`src/rtl/viterbi_acs_pm.sv`:
```
// Add-compare-select and path-metric registers for the 4-state (7,5) K=3 decoder.
// Define ACS_PM_NORM_EN to enable MSB-clear metric normalization.
module viterbi_acs_pm #(
  parameter int PM_W    = 8,
  parameter int INIT_PM = 16
) (
  input  logic            clk,
  input  logic            rst,
  input  logic            init,
  input  logic            bm_valid,
  input  logic [1:0]      bm00,
  input  logic [1:0]      bm01,
  input  logic [1:0]      bm10,
  input  logic [1:0]      bm11,
  output logic            dec_valid,
  output logic [3:0]      dec,
  output logic [1:0]      best_state,
  output logic [PM_W-1:0] best_pm,
  output logic [PM_W-1:0] pm0,
  output logic [PM_W-1:0] pm1,
  output logic [PM_W-1:0] pm2,
  output logic [PM_W-1:0] pm3
);

  localparam int CW = PM_W + 1;
  localparam logic [CW-1:0] MAXV = {1'b0, {PM_W{1'b1}}};
  localparam logic [PM_W-1:0] INITV = PM_W'(INIT_PM);
  localparam logic [4*PM_W-1:0] PM_RST =
    {INITV, INITV, INITV, {PM_W{1'b0}}};

  // Branch codewords indexed by next state, n3 first
  localparam logic [3:0][1:0] CW_E = {2'b01, 2'b11, 2'b10, 2'b00};
  localparam logic [3:0][1:0] CW_O = {2'b10, 2'b00, 2'b01, 2'b11};

  logic [3:0][PM_W-1:0] pm_q, pm_d;
  logic [3:0]           dec_q, dec_d;
  logic [1:0]           bs_q, bs_d;
  logic [PM_W-1:0]      bpm_q, bpm_d;
  logic                 dv_q, dv_d;

  logic [3:0][1:0]      bm;
  logic [3:0][CW-1:0]   cand_e, cand_o, acs, norm;
  logic [3:0][PM_W-1:0] sat;
  logic [3:0]           sel;
  logic [1:0]           bi;
  logic [PM_W-1:0]      bv;
`ifdef ACS_PM_NORM_EN
  localparam logic [CW-1:0] HALF = CW'(1) << (PM_W - 1);
  logic                 all_hi;
`endif

  assign bm = {bm11, bm10, bm01, bm00};

  always_comb begin
    cand_e = '0;
    cand_o = '0;
    acs    = '0;
    sel    = '0;
    for (int n = 0; n < 4; n++) begin
      cand_e[n] = {1'b0, pm_q[2*(n%2)]}
                + CW'(bm[CW_E[n]]);
      cand_o[n] = {1'b0, pm_q[2*(n%2)+1]}
                + CW'(bm[CW_O[n]]);
      sel[n] = cand_o[n] < cand_e[n];
      acs[n] = sel[n] ? cand_o[n] : cand_e[n];
    end

    norm = acs;
`ifdef ACS_PM_NORM_EN
    all_hi = 1'b1;
    for (int n = 0; n < 4; n++)
      if (acs[n] < HALF) all_hi = 1'b0;
    if (all_hi)
      for (int n = 0; n < 4; n++)
        norm[n] = acs[n] - HALF;
`endif

    sat = '0;
    for (int n = 0; n < 4; n++)
      sat[n] = (norm[n] > MAXV) ? MAXV[PM_W-1:0]
                                : norm[n][PM_W-1:0];

    // Strict compare keeps the lowest index on ties
    bi = 2'd0;
    bv = sat[0];
    for (int n = 1; n < 4; n++) begin
      if (sat[n] < bv) begin
        bi = 2'(n);
        bv = sat[n];
      end
    end
  end

  always_comb begin
    pm_d  = pm_q;
    dec_d = dec_q;
    bs_d  = bs_q;
    bpm_d = bpm_q;
    dv_d  = 1'b0;
    if (init) begin
      pm_d = PM_RST;
    end else if (bm_valid) begin
      pm_d  = sat;
      dec_d = sel;
      bs_d  = bi;
      bpm_d = bv;
      dv_d  = 1'b1;
    end
  end

  always_ff @(posedge clk) begin
    if (!rst) begin
      pm_q  <= PM_RST;
      dec_q <= '0;
      bs_q  <= '0;
      bpm_q <= '0;
      dv_q  <= 1'b0;
    end else begin
      pm_q  <= pm_d;
      dec_q <= dec_d;
      bs_q  <= bs_d;
      bpm_q <= bpm_d;
      dv_q  <= dv_d;
    end
  end

  assign dec_valid  = dv_q;
  assign dec        = dec_q;
  assign best_state = bs_q;
  assign best_pm    = bpm_q;
  assign pm0        = pm_q[0];
  assign pm1        = pm_q[1];
  assign pm2        = pm_q[2];
  assign pm3        = pm_q[3];

endmodule
```
`config.mk`:
```
export PLATFORM = sky130hd
export DESIGN_NAME = viterbi_acs_pm
export DESIGN_NICKNAME = d
export VERILOG_FILES = /design/src/rtl/viterbi_acs_pm.sv
export SDC_FILE = /design/constraint.sdc
export NUM_CORES = 1
export LEC_CHECK = 0
export ABC_AREA = 1
export BUFFER_PORTS_ARGS = -buffer_cell sky130_fd_sc_hd__buf_2
export CORE_UTILIZATION = 60
export DETAILED_ROUTE_END_ITERATION = 10
export PLACE_DENSITY = 0.79
export SYNTH_ARGS = -nofsm -noshare
export SYNTH_HDL_FRONTEND = slang
export SYNTH_SLANG_ARGS = --single-unit
```
`constraint.sdc`:
```
create_clock -name clk -period 10.1 [get_ports clk]
set_input_delay 2.525 -clock clk [delete_from_list [all_inputs] [get_ports clk]]
set_output_delay 2.525 -clock clk [all_outputs]
set_load 0.05 [all_outputs]
```
# Word level (Yosys, flattened, before mapping)

Index checks and enable logic that the tools add are counted.

Register bits after elaboration: 47
Output and inout port bits: 47
Logic and storage cells: 46

$add $sub $neg: 8
Magnitude comparators: 11
Muxes and demuxes: 15
Bitwise gates (word level): 2
Reductions and logical operators: 2

Operator list:

| cell                                                           | count |
|---|---|
| adder 8 x 2 -> 9 bit                                           | 8 |
| two-way mux 8 bit                                              | 7 |
| greater-than comparator 9 x 8 -> 1 bit (second input constant) | 4 |
| < comparator 9 bit                                             | 4 |
| two-way mux 9 bit                                              | 4 |
| < comparator 8 bit                                             | 3 |
| two-way mux 2 bit                                              | 2 |
| two-way mux 1 bit                                              | 2 |
| inverter 1 bit                                                 | 2 |
| AND reduction 2 bit                                            | 1 |
| OR reduction 2 bit                                             | 1 |

# Depth between registers and ports, before layout

Gate-level depths: netlist of the first run.

Depth in word-level cells: 11
Mapped depth: 47
Gate-level depth less buffers: 45

# Least setup slack after synthesis of the first run

Ideal clock, no wire load.

Path type: in2reg
Start point: input port bm00[0]
End point: register bpm_q[4], in the netlist best_pm[4]
Library setup time: 72 ps
Data arrival time: 8814 ps
Data required time: 10028 ps
Setup slack: 1214 ps
Stages on the path: 39
Buffers on the path: 2
Cells stage by stage: ha_1 -> inv_1 -> fa_1 -> nor2_2 -> nand2_2 -> nor2_4 -> xor2_1 -> ha_1 -> nand2_1 -> nand2_1 -> a21oi_2 -> nand3_2 -> inv_1 -> nor2_1 -> a211oi_1 -> ha_1 -> a21oi_1 -> nor2_1 -> [... 3 more ...] -> nand2_1 -> o21ai_0 -> ha_1 -> a21oi_1 -> nor2_1 -> a211oi_1 -> nand2_4 -> buf_2 -> nand2_1 -> o21ai_0 -> ha_1 -> a21oi_1 -> nor2_1 -> a211oi_2 -> nand2_8 -> nand2_2 -> nand3_1 -> a21oi_1

Longest elaborated chain between the ends: 11
Elaborated cells between the ends (all ways): 16

Ends and longest elaborated chain:

| element                                | RTL line | RTL |
|---|---|---|
| start, declared                        | 11       | `input logic [1:0] bm00,` |
| adder 8 x 2 -> 9 bit                   | 61       | `+ CW'(bm[CW_E[n]]);` |
| < comparator 9 bit                     | 64       | `sel[n] = cand_o[n] < cand_e[n];` |
| two-way mux 9 bit                      | 65       | `acs[n] = sel[n] ? cand_o[n] : cand_e[n];` |
| greater-than comparator 9 x 8 -> 1 bit | 80       | `sat[n] = (norm[n] > MAXV) ? MAXV[PM_W-1:0]` |
| two-way mux 8 bit                      | 80       |  |
| < comparator 8 bit                     | 87       | `if (sat[n] < bv) begin` |
| two-way mux 8 bit                      | 87       |  |
| < comparator 8 bit                     | 87       |  |
| two-way mux 8 bit *                    | 87       |  |
| < comparator 8 bit                     | 87       |  |
| two-way mux 8 bit *                    | 87       |  |
| end signal, assigned                   | 122      | `bpm_q <= bpm_d;` |
| end, declared                          | 38       | `logic [PM_W-1:0] bpm_q, bpm_d;` |

Mark *: on every way between the ends. The rest lies on a longest branch, timed or not.
A chain may end at the register's enable or synchronous reset.

# Worst setup path after layout of the first run

Ends and elaborated chain as after synthesis.

==> reports/qor.csv, run 1 <==
stage;metric;value;unit
outcome;status;finished, final reports clean;
power;total power draw;2.06;mW
timing;Sum Neg Setup Slack;0;ns
clocking;post_cts resized;0;
floorplanning;die area;8830;um2
synth;Post-Syn Area;5080;um2
cells_and_area;multi-input logic area;3580;um2
clocking;clock sinks;47;
global_routing;vias in the first global route;4918;
route;antenna-violating nets left;0;
timing;Final Cycle Share;0.923;
synth;top cell type's share of synthesized area;0.185;
synth;Seq/Total Area, Yosys;0.185;
synth;Syn Area/Cell;6.68;um2
route;First-pass DRT Iterations;5;
power;Comb pwr share;0.800;
synth;synthesized netlist cell count;760;
setup_path;CP dominant cell by count;ha_1;
clocking;Clock Path Buffers;2;
setup_path;buffer and inverter count on the worst path;4;
place;Inst Count DP;910;
clocking;CTS Buf Count;5;
timing;slew margin rel.;0.407;
timing;final worst path period need;9.32;ns
global_routing;pin count of the biggest net entering global routing;43;
power;Cell Int Power;0.854;mW
cells_and_area;Sequential cell area;941;um2
synth;Yosys cell types;31;
floorplanning;Core Rows;33;
synth;Ys Warns;0;
timing;final setup margin;0.780;ns
place;DP HPWL;11.6;mm
clocking;Post-CTS Hold Fix Bufs;0;
timing;worst-margin pin slew;0.888;ns
synth;number of synthesized flops with an enable pin;0;
clocking;worst skew pair latency;0.32;ns
clocking;H-tree levels;2;
timing;Fmax;107;MHz
place;global placement routability congestion;0.986;
setup_path;CP startpoint kind;primary input;
place;Cell Area, Placed;5460;um2
synth;Area contributors post-synth;dfxtp_1 19%, ha_1 17%, nand2_1 13%;
global_routing;most used routing layer;met2;
synth;Post-synth top cells;180 x nand2_1, 123 x inv_1, 68 x ha_1;
timing;RSZ-0062 raised after global routing;false;
timing;Hold Fails Final Rpt;0;
route;DRT iter0 DRCs;262;
power;Switch Pwr;1.20;mW
min_path;Hold Path Class;reg2reg;
power;register share of total power;0.114;
flow_run;MaxCap Viol Count;0;
cells_and_area;ant diodes;0;
global_routing;Overall Global Routing Usage;0.342;
clocking;CTS root buf;clkbuf_8;
setup_path;Worst Setup End Kind;flop;
cells_and_area;final instance area;5600;um2
place;Port-buffer cells;58;
floorplanning;die height;94.0;um
cells_and_area;layout cells sized above 1;0.137;
setup_path;CP Max Fanout;17;
timing;Slew Limit Fails;0;
route;per-cell routed wire length;15.7;um
synth;Syn Nets;848;
power;Clk pwr share;0.086;
floorplanning;IO Pins;59;
cells_and_area;Syn-to-layout area delta;10.3;%
global_routing;M2 GR Usage;0.606;
setup_path;critical path class;in2reg;
power;Leak;3.10;nW
clocking;Worst-path clk slew;0.11;ns
synth;most frequent cell after synthesis;nand2_1;
timing;Max Clock Skew;0.0136;ns
setup_path;worst path arrival time;9.57;ns
setup_path;max incr delay on CP;0.45;ns
clocking;CTS tree;yes;
place;Setup WS pre-CTS;0.560;ns
clocking;number of buffers added for setup after CTS;0;
synth;FF+latch count, synth;47;
floorplanning;initial core utilization;0.618;
global_routing;grt ovf;0;
floorplanning;DIE WIDTH;94.0;um
global_routing;global-route wire length before repair;23.4;mm
global_routing;met1 usage;0.393;
power;IR drop worst, VDD;0.000275;V
timing;setup violators final;0;
cells_and_area;nets;900;
cells_and_area;Final Non-Filler Cells;918;
power;sw frac;0.585;
synth;top_reg_cell synth;dfxtp_1;
cells_and_area;number of fillers in the final layout;754;
setup_path;required time of the critical path;10.35;ns
floorplanning;core box area;8220;um2
global_routing;antenna violations before repair;0;
global_routing;met3 Use GR;0.0494;
synth;ys async rst share;0;
timing;Fin Hold WS;0.469;ns
setup_path;Worst path slowest cell;o21ai_0;
route;Vias;5123;
route;final WL;14.4;mm
route;vias per inst;5.58;
setup_path;CP top delay family;compound AO/OA/AOI/OAI gates;
cells_and_area;final core utilization;0.682;
route;residual DRC count;0;
synth;leading area contributor after synthesis;dfxtp_1;
power;Pwr Density;367;nW/um2
[layout by cell type (no fill, tap or decap), types with 2 or more instances in the layout]
master     count
a211oi_1       6
nand4_1        7
o31ai_1        2
o211ai_1      21
nand2_4        4
o21ai_0       52
bufinv_16      2
nand3_1       36
xnor2_1        3
a21oi_1       57
dfxtp_1       47
a21oi_2        2
clkbuf_8       5
fa_1           8
ha_1          68
xor2_1        45
buf_2         58
nor3_1         8
inv_1        123
inv_2          3
nand2_2       19
nor2_1        34
clkinv_1       2
o21ai_1        2
nand2_1      180
buf_4          5
nor2_2         3
nand3_2        6
[state kept, by name, summed over array words and instances, names as in the netlist]
signal,cells
best_pm,8
pm0,8
pm1,8
pm2,8
pm3,8
dec,4
best_state,2
dec_valid,1
[layer usage]
metal,wire [um],vias up
met3,745,55
met5,0,-
met2,6980,172
met4,720,0
met1,5960,2327
li1,-,2569
[path summary, 6_finish.rpt]
kind	end	slack (ns)	depth (start not counted)	start
min	best_pm[3]$_SDFFE_PN0P_	0.47	2	best_pm[3]$_SDFFE_PN0P_
min reg2reg	best_pm[3]$_SDFFE_PN0P_	0.47	2	best_pm[3]$_SDFFE_PN0P_
max reg2reg	best_pm[4]$_SDFFE_PN0P_	2.69	36	pm0[0]$_SDFFE_PP0P_
max	best_pm[4]$_SDFFE_PN0P_	0.78	37	bm00[0]
[power groups by stage]
stage                     logic [mW]  registers (mW)  clock network, mW
after floorplan                 1.20           0.315                  0
after global routing            1.84           0.239              0.187
after CTS                       1.63           0.235              0.179
final                           1.65           0.235              0.177
after global placement          1.57           0.238                  0
after detailed placement        1.62           0.239                  0
[worst register-to-register path: cells and delay by family, from the launching register on]
family | cells | cell delay, ns
adder cells (fa/ha/maj) | 6 | 1.88
XOR/XNOR | 1 | 0.21
buffers and inverters | 3 | 0.53
AND/OR/NAND/NOR | 16 | 1.72
AO/OA/AOI/OAI | 10 | 2.63
flip-flops | 1 | 0.39
[layout make-up]
cell class	count	area share
clock buffers	5	0.0123
repair buffers	63	0.0585
multi-input cells	567	0.639
clock inverters	3	0.0127
inverters	128	0.0858
flip-flops and latches	47	0.168
well taps	105	0.0234
[logic make-up (layout without fill, tap and decap cells)]
| kind of cell | after synthesis | in the layout | synth area share |
|---|---|---|---|
| DFF | 47 | 47 | 0.185 |
| xor gates and xnor gates | 48 | 48 | 0.0828 |
| adders and majority gates | 76 | 76 | 0.199 |
| buffers and inverters | 146 | 199 | 0.109 |
| and+or+nand+nor | 299 | 299 | 0.264 |
| AOI/OAI and AO/OA | 144 | 144 | 0.159 |
Note: power is estimated with default switching activity, not from simulation.
==> run 2: changes to the inputs <==
Settings changed: ABC_CLOCK_PERIOD_IN_PS from default to 10100, CORE_ASPECT_RATIO from default to 2.
==> run 2 against run 1 <==
Power grew 2.1%. Final area grew 0.42%. Die area grew 0.25%. Via count grew 1.8%. Clock power grew 13%.
==> reports/qor.csv, run 2 (same netlist as run 1, synthesis figures left out) <==
stage;metric;value;unit
outcome;status;finished, final reports clean;
timing;Final Cycle Share;0.933;
power;Switch Pwr;1.23;mW
flow_run;MaxCap Viol Count;0;
route;per-cell routed wire length;17.1;um
clocking;clock sinks;47;
clocking;post_cts resized;0;
place;Inst Count DP;903;
route;vias per inst;5.72;
timing;worst-margin pin slew;0.839;ns
timing;Hold Fails Final Rpt;0;
clocking;CTS root buf;clkbuf_16;
cells_and_area;most common cell after layout, fill and taps aside;nand2_1;
cells_and_area;layout cells sized above 1;0.137;
timing;Slew Limit Fails;0;
route;antenna-violating nets left;0;
cells_and_area;final core utilization;0.683;
min_path;hold endpoint;best_pm[6]$_SDFFE_PN0P_;
clocking;Worst-path clk slew;0.07;ns
power;register share of total power;0.112;
setup_path;CP startpoint kind;primary input;
route;residual DRC count;0;
clocking;Post-CTS Hold Fix Bufs;0;
setup_path;required time of the critical path;10.32;ns
setup_path;max incr delay on CP;0.54;ns
timing;RSZ-0062 raised after global routing;false;
setup_path;R2R Path Start;pm0[0]$_SDFFE_PP0P_;
route;Vias;5215;
setup_path;reg-to-reg endpoint;best_pm[2]$_SDFFE_PN0P_;
power;IR drop worst, VDD;0.000289;V
global_routing;Overall Global Routing Usage;0.380;
min_path;WHS Path Cells;2;
power;Comb pwr share;0.793;
place;Port-buffer cells;58;
setup_path;worst r2r path cells;37;
power;Clk pwr share;0.095;
power;Pwr Density;373;nW/um2
place;DP HPWL;12.8;mm
floorplanning;Core Rows;47;
cells_and_area;number of fillers in the final layout;757;
timing;Sum Neg Setup Slack;0;ns
min_path;Hold Path Class;reg2reg;
cells_and_area;Final Non-Filler Cells;911;
cells_and_area;most frequent cells in the layout;180 x nand2_1, 123 x inv_1, 68 x ha_1, 58 x buf_2, 57 x a21oi_1;
power;Leak;3.11;nW
setup_path;buffer and inverter count on the worst path;4;
route;final WL;15.6;mm
timing;slew margin rel.;0.440;
power;sw frac;0.586;
clocking;CTS Buf Count;5;
clocking;CTS tree;yes;
setup_path;critical path class;in2reg;
floorplanning;core box area;8230;um2
setup_path;worst path arrival time;9.64;ns
timing;Fin Hold WS;0.465;ns
setup_path;internal reg-to-reg setup slack;2.59;ns
timing;Max Clock Skew;0.00520;ns
setup_path;Worst path slowest cell;a211oi_1;
clocking;number of buffers added for setup after CTS;0;
floorplanning;DIE WIDTH;67.0;um
setup_path;CP dominant cell by count;ha_1;
setup_path;CP top delay family;compound AO/OA/AOI/OAI gates;
setup_path;Worst Setup End Kind;flop;
place;global placement routability congestion;1.01;
floorplanning;die area;8860;um2
clocking;worst skew pair latency;0.30;ns
floorplanning;die height;132;um
floorplanning;IO Pins;59;
floorplanning;initial core utilization;0.617;
power;Cell Int Power;0.870;mW
clocking;H-tree levels;2;
cells_and_area;Syn-to-layout area delta;10.8;%
route;First-pass DRT Iterations;5;
global_routing;grt ovf;0;
timing;Fmax;106;MHz
timing;final worst path period need;9.42;ns
cells_and_area;ant diodes;0;
route;DRT iter0 DRCs;341;
global_routing;global-route wire length before repair;25.1;mm
cells_and_area;nets;900;
global_routing;antenna violations before repair;0;
min_path;worst hold start;best_pm[6]$_SDFFE_PN0P_;
clocking;Clock Path Buffers;2;
global_routing;vias in the first global route;5235;
setup_path;CP Max Fanout;17;
timing;setup violators final;0;
global_routing;pin count of the biggest net entering global routing;43;
## run 2: worst min-delay path: cells and delay by family (launching register included)
| family | cells | cell delay (ns) |
|---|---|---|
| AOI/OAI and AO/OA | 1 | 0.05 |
| DFF | 1 | 0.31 |
| and+or+nand+nor | 1 | 0.06 |
## run 2: metal layers
| layer | part of all wire | GRT usage | routed length [um] |
|---|---|---|---|
| met1 | 0.33 | 0.341 | 5170 |
| met2 | 0.52 | 0.652 | 8030 |
| met3 | 0.043 | 0.0926 | 677 |
| met4 | 0.11 | 0.355 | 1700 |
| met5 | 0 | 0 | 0 |
## run 2: cell type report
class / instances / area [um2] / area share
Multi-Input combinational cell: 567 / 3580 / 0.637
Sequential cell: 47 / 941 / 0.167
Inverter: 128 / 480 / 0.0854
Timing Repair Buffer: 63 / 328 / 0.0583
Clock buffer: 5 / 125 / 0.0222
Tap cell: 98 / 123 / 0.0218
Clock inverter: 3 / 47.5 / 0.00845
## run 2: worst max path at each step
stage | startpoint | endpoint | slack, ns | cells past startpoint
floorplan | bm00[0] | best_pm[4]$_SDFFE_PN0P_ | 1.21 | 39
global placement | bm00[0] | best_pm[7]$_SDFFE_PN0P_ | 0.56 | 38
detailed placement | bm00[0] | best_pm[2]$_SDFFE_PN0P_ | 0.37 | 38
CTS | bm00[0] | best_pm[2]$_SDFFE_PN0P_ | 0.68 | 38
global route | bm00[0] | best_pm[4]$_SDFFE_PN0P_ | 0.03 | 37
finish | bm00[0] | best_pm[2]$_SDFFE_PN0P_ | 0.68 | 38
## run 2: power groups by stage
stage / clock (mW) / combinational (mW) / sequential (mW)
global route: 0.211 / 1.89 / 0.239
floorplan: 0 / 1.20 / 0.315
finish: 0.200 / 1.67 / 0.236
global placement: 0 / 1.59 / 0.238
detailed placement: 0 / 1.64 / 0.240
CTS: 0.200 / 1.65 / 0.235
## run 2: through the flow
stage / instance area (um2) / total power [mW] / setup WS [ns]
floorplan: 5080 / 1.51 / 1.21
global placement: 5450 / 1.83 / 0.563
detailed placement: 5450 / 1.88 / 0.370
CTS: 5630 / 2.08 / 0.676
global route: 5630 / 2.34 / 0.0267
finish: 5630 / 2.10 / 0.680
==> run 3: changes to the inputs <==
Settings changed: REMOVE_ABC_BUFFERS from default to 1.
==> run 3 against run 2 <==
Sequential cell count is the same. Routed wire length grew 1.6%. Via count grew 0.31%. Largest cell class unchanged. Sequential share of layout area is essentially flat. Critical path type unchanged. Register-to-register slack gained 0.04 ns. Die area is the same.
==> reports/qor.csv, run 3 (same netlist as run 1, synthesis figures left out) <==
stage;metric;value;unit
global_routing;pin count of the biggest net entering global routing;43;
global_routing;global-route wire length before repair;24.9;mm
floorplanning;initial core utilization;0.617;
timing;Max Clock Skew;0.00623;ns
setup_path;CP dominant cell by count;ha_1;
timing;Final Cycle Share;0.929;
route;DRT iter0 DRCs;311;
global_routing;Overall Global Routing Usage;0.377;
route;vias per inst;5.75;
route;residual DRC count;0;
power;Cell Int Power;0.873;mW
power;IR drop worst, VDD;0.000261;V
cells_and_area;Syn-to-layout area delta;10.9;%
global_routing;M2 GR Usage;0.699;
timing;Hold Fails Final Rpt;0;
power;Comb pwr share;0.793;
clocking;Post-CTS Hold Fix Bufs;0;
place;Port-buffer cells;58;
timing;Sum Neg Setup Slack;0;ns
route;per-cell routed wire length;17.4;um
floorplanning;die height;132;um
clocking;CTS Buf Count;5;
clocking;Clock Path Buffers;2;
timing;setup violators final;0;
global_routing;most used routing layer;met2;
timing;Slew Limit Fails;0;
cells_and_area;multi-input logic area;3590;um2
place;global placement routability congestion;0.958;
setup_path;required time of the critical path;10.32;ns
clocking;Worst-path clk slew;0.07;ns
route;Vias;5231;
timing;slew margin rel.;0.437;
timing;worst-margin pin slew;0.843;ns
setup_path;worst path arrival time;9.61;ns
floorplanning;Core Rows;47;
power;Switch Pwr;1.25;mW
cells_and_area;ant diodes;0;
route;final WL;15.8;mm
floorplanning;die area;8860;um2
place;DP HPWL;12.9;mm
global_routing;met3 Use GR;0.0441;
floorplanning;IO Pins;59;
setup_path;CP startpoint kind;primary input;
setup_path;critical path class;in2reg;
timing;RSZ-0062 raised after global routing;false;
power;Leak;3.11;nW
cells_and_area;number of fillers in the final layout;782;
global_routing;vias in the first global route;5115;
setup_path;buffer and inverter count on the worst path;4;
power;Pwr Density;377;nW/um2
timing;final worst path period need;9.39;ns
clocking;worst skew pair latency;0.29;ns
clocking;CTS tree;yes;
setup_path;max incr delay on CP;0.41;ns
timing;final setup margin;0.712;ns
global_routing;grt ovf;0;
clocking;H-tree levels;2;
flow_run;MaxCap Viol Count;0;
cells_and_area;most common cell after layout, fill and taps aside;nand2_1;
cells_and_area;most frequent cells in the layout;180 x nand2_1, 123 x inv_1, 68 x ha_1, 58 x buf_2, 57 x a21oi_1;
cells_and_area;Sequential cell area;941;um2
global_routing;met1 usage;0.339;
setup_path;CP Max Fanout;17;
cells_and_area;layout cells sized above 1;0.137;
floorplanning;core box area;8230;um2
min_path;Hold Path Class;reg2reg;
floorplanning;DIE WIDTH;67.0;um
setup_path;CP top delay family;compound AO/OA/AOI/OAI gates;
place;Setup WS pre-CTS;0.270;ns
global_routing;antenna violations before repair;0;
route;antenna-violating nets left;0;
timing;Fmax;107;MHz
power;sw frac;0.589;
route;First-pass DRT Iterations;5;
outcome;status;finished, final reports clean;
cells_and_area;nets;899;
power;Clk pwr share;0.096;
setup_path;Worst Setup End Kind;flop;
clocking;clock sinks;47;
power;register share of total power;0.111;
clocking;CTS root buf;clkbuf_16;
setup_path;Worst path slowest cell;fa_1;
-- run 3: worst paths after layout --
check | from | endpoint | slack [ns] | depth (start not counted)
hold reg to reg | best_pm[4]$_SDFFE_PN0P_ | best_pm[4]$_SDFFE_PN0P_ | 0.47 | 2
hold / removal | best_pm[4]$_SDFFE_PN0P_ | best_pm[4]$_SDFFE_PN0P_ | 0.47 | 2
setup / recovery | bm00[0] | best_pm[2]$_SDFFE_PN0P_ | 0.71 | 37
setup reg to reg | pm0[0]$_SDFFE_PP0P_ | best_pm[2]$_SDFFE_PN0P_ | 2.63 | 36
-- run 3: cell type report --
class,count,area share
Inverter,128,0.0854
Clock buffer,6,0.0247
Tap cell,98,0.0218
Clock inverter,2,0.00689
Timing Repair Buffer,62,0.0569
Multi-Input combinational cell,567,0.637
Sequential cell,47,0.167
-- run 3: worst min-delay path: cells and delay by family (launching register included) --
kind | cells | cell delay [ns]
AOI/OAI and AO/OA | 1 | 0.05
DFF | 1 | 0.31
and+or+nand+nor | 1 | 0.06
-- run 3: power groups by stage --
| stage | Sequential, mW | Clock [mW] | Combinational (mW) |
|---|---|---|---|
| after detailed placement | 0.239 | 0 | 1.65 |
| after global routing | 0.240 | 0.213 | 1.88 |
| final | 0.236 | 0.203 | 1.68 |
| after floorplan | 0.316 | 0 | 1.17 |
| after global placement | 0.238 | 0 | 1.61 |
| after CTS | 0.235 | 0.205 | 1.67 |
-- run 3: stage by stage --
stage,utilization,hold WS (ns),cells,area (um2),total power [mW]
after detailed placement,0.662,0.455,902,5450,1.89
after floorplan,-,0.697,742,5000,1.49
final,0.684,0.465,910,5630,2.12
after global placement,0.662,0.453,902,5450,1.85
after global routing,0.684,0.490,910,5630,2.33
after CTS,0.683,0.466,910,5620,2.11
-- run 3: metal layers --
metal | part of all wire | vias to the layer above
met1 | 0.34 | 2431
met5 | 0 | -
met2 | 0.54 | 170
met3 | 0.027 | 76
met4 | 0.086 | 0
li1 | - | 2554
-- run 3: timing repair --
item	CTS	global route
resized for setup	0	1
setup endpoints to repair	0	8
hold endpoints to repair	0	0
buffers inserted	0	0
